## config.mk

```make
export PLATFORM = sky130hd
export DESIGN_NAME = ps2_host_tx
export DESIGN_NICKNAME = d
export VERILOG_FILES = /design/src/rtl/ps2_host_tx.sv
export SDC_FILE = /design/constraint.sdc
export NUM_CORES = 1
export LEC_CHECK = 0
export ABC_AREA = 1
export ABC_CLOCK_PERIOD_IN_PS = 3100
export CAP_MARGIN = 20
export CELL_PAD_IN_SITES_DETAIL_PLACEMENT = 0
export CELL_PAD_IN_SITES_GLOBAL_PLACEMENT = 1
export CORE_MARGIN = 3
export CORE_UTILIZATION = 44
export CTS_CLUSTER_DIAMETER = 80
export DETAILED_ROUTE_END_ITERATION = 10
export GPL_TIMING_DRIVEN = 0
export PLACE_DENSITY = 0.85
export REMOVE_ABC_BUFFERS = 1
export SYNTH_ARGS = -nofsm -noshare
export SYNTH_HDL_FRONTEND = slang
export SYNTH_SLANG_ARGS = --single-unit
```

## constraint.sdc

```tcl
create_clock -name clk12 -period 3.1 [get_ports clk12]
set_clock_uncertainty 0.2 [all_clocks]
set_input_delay 0.93 -clock clk12 [delete_from_list [all_inputs] [get_ports clk12]]
set_output_delay 0.93 -clock clk12 [all_outputs]
set_load 0.02 [all_outputs]
```

## src/rtl/ps2_host_tx.sv

```systemverilog
// Host-to-device PS/2 transmitter: inhibits the bus, issues request-to-send,
// shifts one byte with odd parity out on device-generated clocks, then checks the ack.
module ps2_host_tx #(
    parameter int INHIBIT_CYCLES = 1200,
    parameter int TIMEOUT_CYCLES = 180000,
    parameter int FILTER_LEN     = 8
) (
    input  logic       clk12,
    input  logic       reset,
    input  logic [7:0] tx_data,
    input  logic       tx_start,
    input  logic       ps2_clk_in,
    input  logic       ps2_data_in,
    output logic       ps2_clk_oe,
    output logic       ps2_data_oe,
    output logic       tx_busy,
    output logic       tx_done,
    output logic       tx_error,
    output logic       rx_inhibit
);

    localparam int INH_W = $clog2(INHIBIT_CYCLES + 1);
    localparam int TO_W  = $clog2(TIMEOUT_CYCLES + 1);
    localparam int FLT_W = $clog2(FILTER_LEN + 1);

    localparam logic [INH_W-1:0] INH_LAST = INH_W'(INHIBIT_CYCLES - 1);
    localparam logic [TO_W-1:0]  TO_LAST  = TO_W'(TIMEOUT_CYCLES - 1);
    localparam logic [FLT_W-1:0] FLT_LAST = FLT_W'(FILTER_LEN - 1);

    typedef enum logic [2:0] {
        S_IDLE      = 3'd0,
        S_INHIBIT   = 3'd1,
        S_RTS       = 3'd2,
        S_SHIFT     = 3'd3,
        S_ACK       = 3'd4,
        S_WAIT_IDLE = 3'd5
    } state_t;

    state_t           state;
    logic [8:0]       frame;
    logic [3:0]       bit_cnt;
    logic [INH_W-1:0] inh_cnt;
    logic [TO_W-1:0]  to_cnt;

    logic             clk_s1, clk_s2;
    logic             data_s1, data_s2;
    logic             clk_filt;
    logic [FLT_W-1:0] flt_cnt;
    logic             fall;

    // Synchronizers idle high so reset never fabricates a falling edge.
    always_ff @(posedge clk12) begin
        if (reset) begin
            clk_s1   <= 1'b1;
            clk_s2   <= 1'b1;
            data_s1  <= 1'b1;
            data_s2  <= 1'b1;
            clk_filt <= 1'b1;
            flt_cnt  <= '0;
            fall     <= 1'b0;
        end else begin
            clk_s1  <= ps2_clk_in;
            clk_s2  <= clk_s1;
            data_s1 <= ps2_data_in;
            data_s2 <= data_s1;
            fall    <= 1'b0;
            if (clk_s2 != clk_filt) begin
                if (flt_cnt == FLT_LAST) begin
                    clk_filt <= clk_s2;
                    flt_cnt  <= '0;
                    fall     <= clk_filt;
                end else begin
                    flt_cnt <= flt_cnt + FLT_W'(1);
                end
            end else begin
                flt_cnt <= '0;
            end
        end
    end

    always_ff @(posedge clk12) begin
        if (reset) begin
            state       <= S_IDLE;
            frame       <= '0;
            bit_cnt     <= '0;
            inh_cnt     <= '0;
            to_cnt      <= '0;
            ps2_clk_oe  <= 1'b0;
            ps2_data_oe <= 1'b0;
            tx_busy     <= 1'b0;
            tx_done     <= 1'b0;
            tx_error    <= 1'b0;
        end else begin
            tx_done  <= 1'b0;
            tx_error <= 1'b0;
            case (state)
                S_IDLE: begin
                    if (tx_start) begin
                        frame       <= {~^tx_data, tx_data};
                        inh_cnt     <= '0;
                        ps2_clk_oe  <= 1'b1;
                        ps2_data_oe <= 1'b0;
                        tx_busy     <= 1'b1;
                        state       <= S_INHIBIT;
                    end
                end
                S_INHIBIT: begin
                    // Clock release and start bit change on the same edge.
                    if (inh_cnt == INH_LAST) begin
                        ps2_clk_oe  <= 1'b0;
                        ps2_data_oe <= 1'b1;
                        bit_cnt     <= '0;
                        to_cnt      <= '0;
                        state       <= S_RTS;
                    end else begin
                        inh_cnt <= inh_cnt + INH_W'(1);
                    end
                end
                S_RTS, S_SHIFT, S_ACK, S_WAIT_IDLE: begin
                    if (to_cnt == TO_LAST) begin
                        ps2_clk_oe  <= 1'b0;
                        ps2_data_oe <= 1'b0;
                        tx_busy     <= 1'b0;
                        tx_error    <= 1'b1;
                        to_cnt      <= '0;
                        state       <= S_IDLE;
                    end else begin
                        to_cnt <= to_cnt + TO_W'(1);
                        case (state)
                            S_RTS: begin
                                state <= S_SHIFT;
                            end
                            S_SHIFT: begin
                                // Falls 1..9 present data LSB-first then parity; fall 10 is the stop bit.
                                if (fall) begin
                                    if (bit_cnt == 4'd9) begin
                                        ps2_data_oe <= 1'b0;
                                        state       <= S_ACK;
                                    end else begin
                                        ps2_data_oe <= ~frame[bit_cnt];
                                        bit_cnt     <= bit_cnt + 4'd1;
                                    end
                                end
                            end
                            S_ACK: begin
                                if (fall) begin
                                    if (!data_s2) begin
                                        state <= S_WAIT_IDLE;
                                    end else begin
                                        tx_busy  <= 1'b0;
                                        tx_error <= 1'b1;
                                        to_cnt   <= '0;
                                        state    <= S_IDLE;
                                    end
                                end
                            end
                            S_WAIT_IDLE: begin
                                if (clk_filt && data_s2) begin
                                    tx_busy <= 1'b0;
                                    tx_done <= 1'b1;
                                    to_cnt  <= '0;
                                    state   <= S_IDLE;
                                end
                            end
                            default: begin
                                state <= S_IDLE;
                            end
                        endcase
                    end
                end
                default: begin
                    ps2_clk_oe  <= 1'b0;
                    ps2_data_oe <= 1'b0;
                    tx_busy     <= 1'b0;
                    state       <= S_IDLE;
                end
            endcase
        end
    end

    assign rx_inhibit = tx_busy;

endmodule
```

==> flow_summary_export.csv <==
group,metric,value,unit
floorplan,die_h,92.20,um
critical_path,startpoint_type,"input port",
global_route,gr-total-overflow,0,
route,drt-pass1-iter-count,4,
clock_network,cts_buffers,9,
synthesis,synthMostInstantiatedCell,"nand2_1",
job,drv_cap,0,
power_and_ir_drop,p_per_area,685.7,nW/um^2
cells_and_area,finalNonFillerCells,602,
floorplan,io_pins,19,
cells_and_area,design_area,3716,um^2
route,dr_total_vias,3038,
clock_network,clk_pin_slew,70,ps
sta,period_share,93.73,%
clock_network,clock_latency,340,ps
route,drc,0,
critical_path,path_cells,"clkdlybuf4s15_1 -> clkinvlp_4 -> nand2_1 -> nor2_1",
route,finalWirelength,7.298,mm
floorplan,die_w,92.20,um
worst_hold_path,min_path_type,"flop to flop",
synthesis,synth_top_area_cell,"dfxtp_1",
synthesis,synth_area,3269,um^2
synthesis,synth_area_per_cell,6.755,um^2
floorplan,initial_core_util,46.83,%
global_route,antenna_found_initial,0,
route,vias_per_cell,5.047,
critical_path,critPathRequiredTime,3120,ps
route,dr.first_iter.drc_count,124,
power_and_ir_drop,cellLeakagePower,1.481,nW
synthesis,synth_cells,484,
place,hpwl,5.149,mm
synthesis,ys_async_sr_fraction,0,%
clock_network,cts_tree,"built",
power_and_ir_drop,ir_drop,0.0002857,V
place,port_buffers,18,
synthesis,synthDistinctLibCells,39,
sta,finalCriticalPeriod,2906,ps
clock_network,cts_max_level,3,
place,place_area,3488,um^2
floorplan,core,6982,um^2
clock_network,postCtsSetupBuffers,0,
sta,setup_violations,0,
clock_network,cts_buffer_depth,2,
synthesis,yosysWarnings,0,
global_route,grt_first_pass_wirelength,12.24,mm
cells_and_area,fin_util,53.23,%
sta,hold_viol,0,
cells_and_area,layout.nets,519,
synthesis,synthTopCellsByCount,"nand2_1 (103), nor2_1 (71), dfxtp_1 (60), inv_1 (60), nand3_1 (36)",
synthesis,synth_edf_count,0,
critical_path,slowest_stage,"clkdlybuf4s15_1",
clock_network,hold_buffers,0,
sta,slew_viol_final,0,
global_route,grt_max_degree,26,
outcome,status,"finished clean",
sta,rsz0062_at_grt,"false",
cells_and_area,area_delta_synth_final,13.66,%
global_route,grtUsageTotal,17.75,%
synthesis,ys_ff_latch,60,
route,ant_nets,0,
critical_path,path_class,"input port to flop",
sta,tightest_slew,1102,ps
critical_path,path_buf_inv,2,
sta,max_freq,344.2,MHz
clock_network,ctsRootBufferMaster,"clkbuf_8",
synthesis,ys_seq_area_share,36.74,%
critical_path,cp_top_family,"buffers and inverters",
floorplan,die_area,8501,um^2
synthesis,yosysTopAreaCellShare,36.74,%
cells_and_area,diodes,0,
route,wl_per_cell,12.12,um
synthesis,synthTopCellsByArea,"dfxtp_1 (37%), nand2_1 (12%), nor2_1 (8.2%)",
floorplan,row_count,30,
critical_path,setup.worst_path.end_class,"flop",
place,place_congestion,0.9224,
cells_and_area,drive_gt1_share,9.486,%
place,place_inst,585,
sta,slew_headroom,26.55,%
synthesis,synth_ff_type,"dfxtp_1",
critical_path,cp_max_fo,26,
global_route,grt_pass1_vias,2695,
critical_path,arrival,2930,ps
clock_network,clkSinkCount,60,
critical_path,max_stage_delay,890,ps
routing by layer:
layer  GRT usage [%]  part of all wire, %  vias up
met2           28.47                   49       47
met5               0                    0        -
met3           5.660                  3.5       13
li1                -                    -     1594
met1           22.51                   46     1384
met4           5.941                  1.3        0
kinds of logic (layout without fill, tap and decap cells):
group                    Yosys count  count (layout)  synth area share, %
AND/OR/NAND/NOR                  257             257                35.51
XOR/XNOR                          11              11                2.947
buffers and inverters             76              98                9.720
adder cells (fa/ha/maj)            5               5                1.914
flip-flops                        60              60                36.74
AO/OA/AOI/OAI                     75              75                13.16
power by group:
group / internal [W] / leakage, nW / total [W] / switching (W)
Combinational: 0.000269 / 0.881 / 0.000836 / 0.000568
Sequential: 0.000852 / 0.488 / 0.000938 / 0.0000857
Clock: 0.000471 / 0.113 / 0.000774 / 0.000303
Total: 0.00159 / 1.48 / 0.00255 / 0.000957
final cells by class:
cell class	count	area [um^2]
clock buffer	11	141.4
clock inverter	5	75.07
fill	717	3266
inverter	63	240.2
multi-input combinational	348	1750
sequential	60	1201
tap	96	120.1
timing repair buffer	18	180.2
timing repair inverter	1	7.507
worst register-to-register path, stage by stage (launching register included):
cell and delay (ps):
dfxtp_1 460, ha_1 290, nand3_2 120, nor2_2 160, nand2_1 100, nand2_4 120, nand2_2 160, inv_2 270
nand2_2 210, nand2_1 270, nor2_1 90
flip-flops by register name (all words and copies together), names as in the netlist, 3 cells and up:
signal,flops
to_cnt,18
bit_cnt,4
frame,9
flt_cnt,4
state,3
inh_cnt,11
metrics by stage:
stage | TNS (ps) | hold slack, ps | worst slack (ps) | power (W)
after floorplan | 0 | 189.5 | 1062 | 0.001546
after global placement | -10790 | 193.1 | -505.6 | 0.001799
after detailed placement | -10010 | 198.4 | -483.5 | 0.001792
after CTS | 0 | 214.8 | 15.24 | 0.002577
after global routing | 0 | 237.9 | 21.15 | 0.002734
final | 0 | 211.8 | 194.3 | 0.002548
cells in the final DEF (no fill, tap or decap), types with 10 or more instances in the layout:
cell / count
nand2_1: 103
nor2_1: 71
o21ai_0: 19
a21oi_1: 35
clkbuf_8: 10
clkdlybuf4s50_1: 17
nand4_1: 11
nand3_1: 36
dfxtp_1: 60
inv_1: 59
path summary, 6_finish.rpt:
check                                 from         to  slack, ps  depth (start not counted)
worst max-delay path                 reset  to_cnt[9]        190                          4
worst max register to register  inh_cnt[0]  to_cnt[9]        540                         10
worst min register to register     data_s1    data_s2        210                          1
worst min-delay path               data_s1    data_s2        210                          1
repair_timing:
item	in CTS	in global routing
setup endpoints to repair	13	13
gates cloned	0	1
gates resized for setup	2	2
No activity file was read; power rests on OpenSTA's default activity.
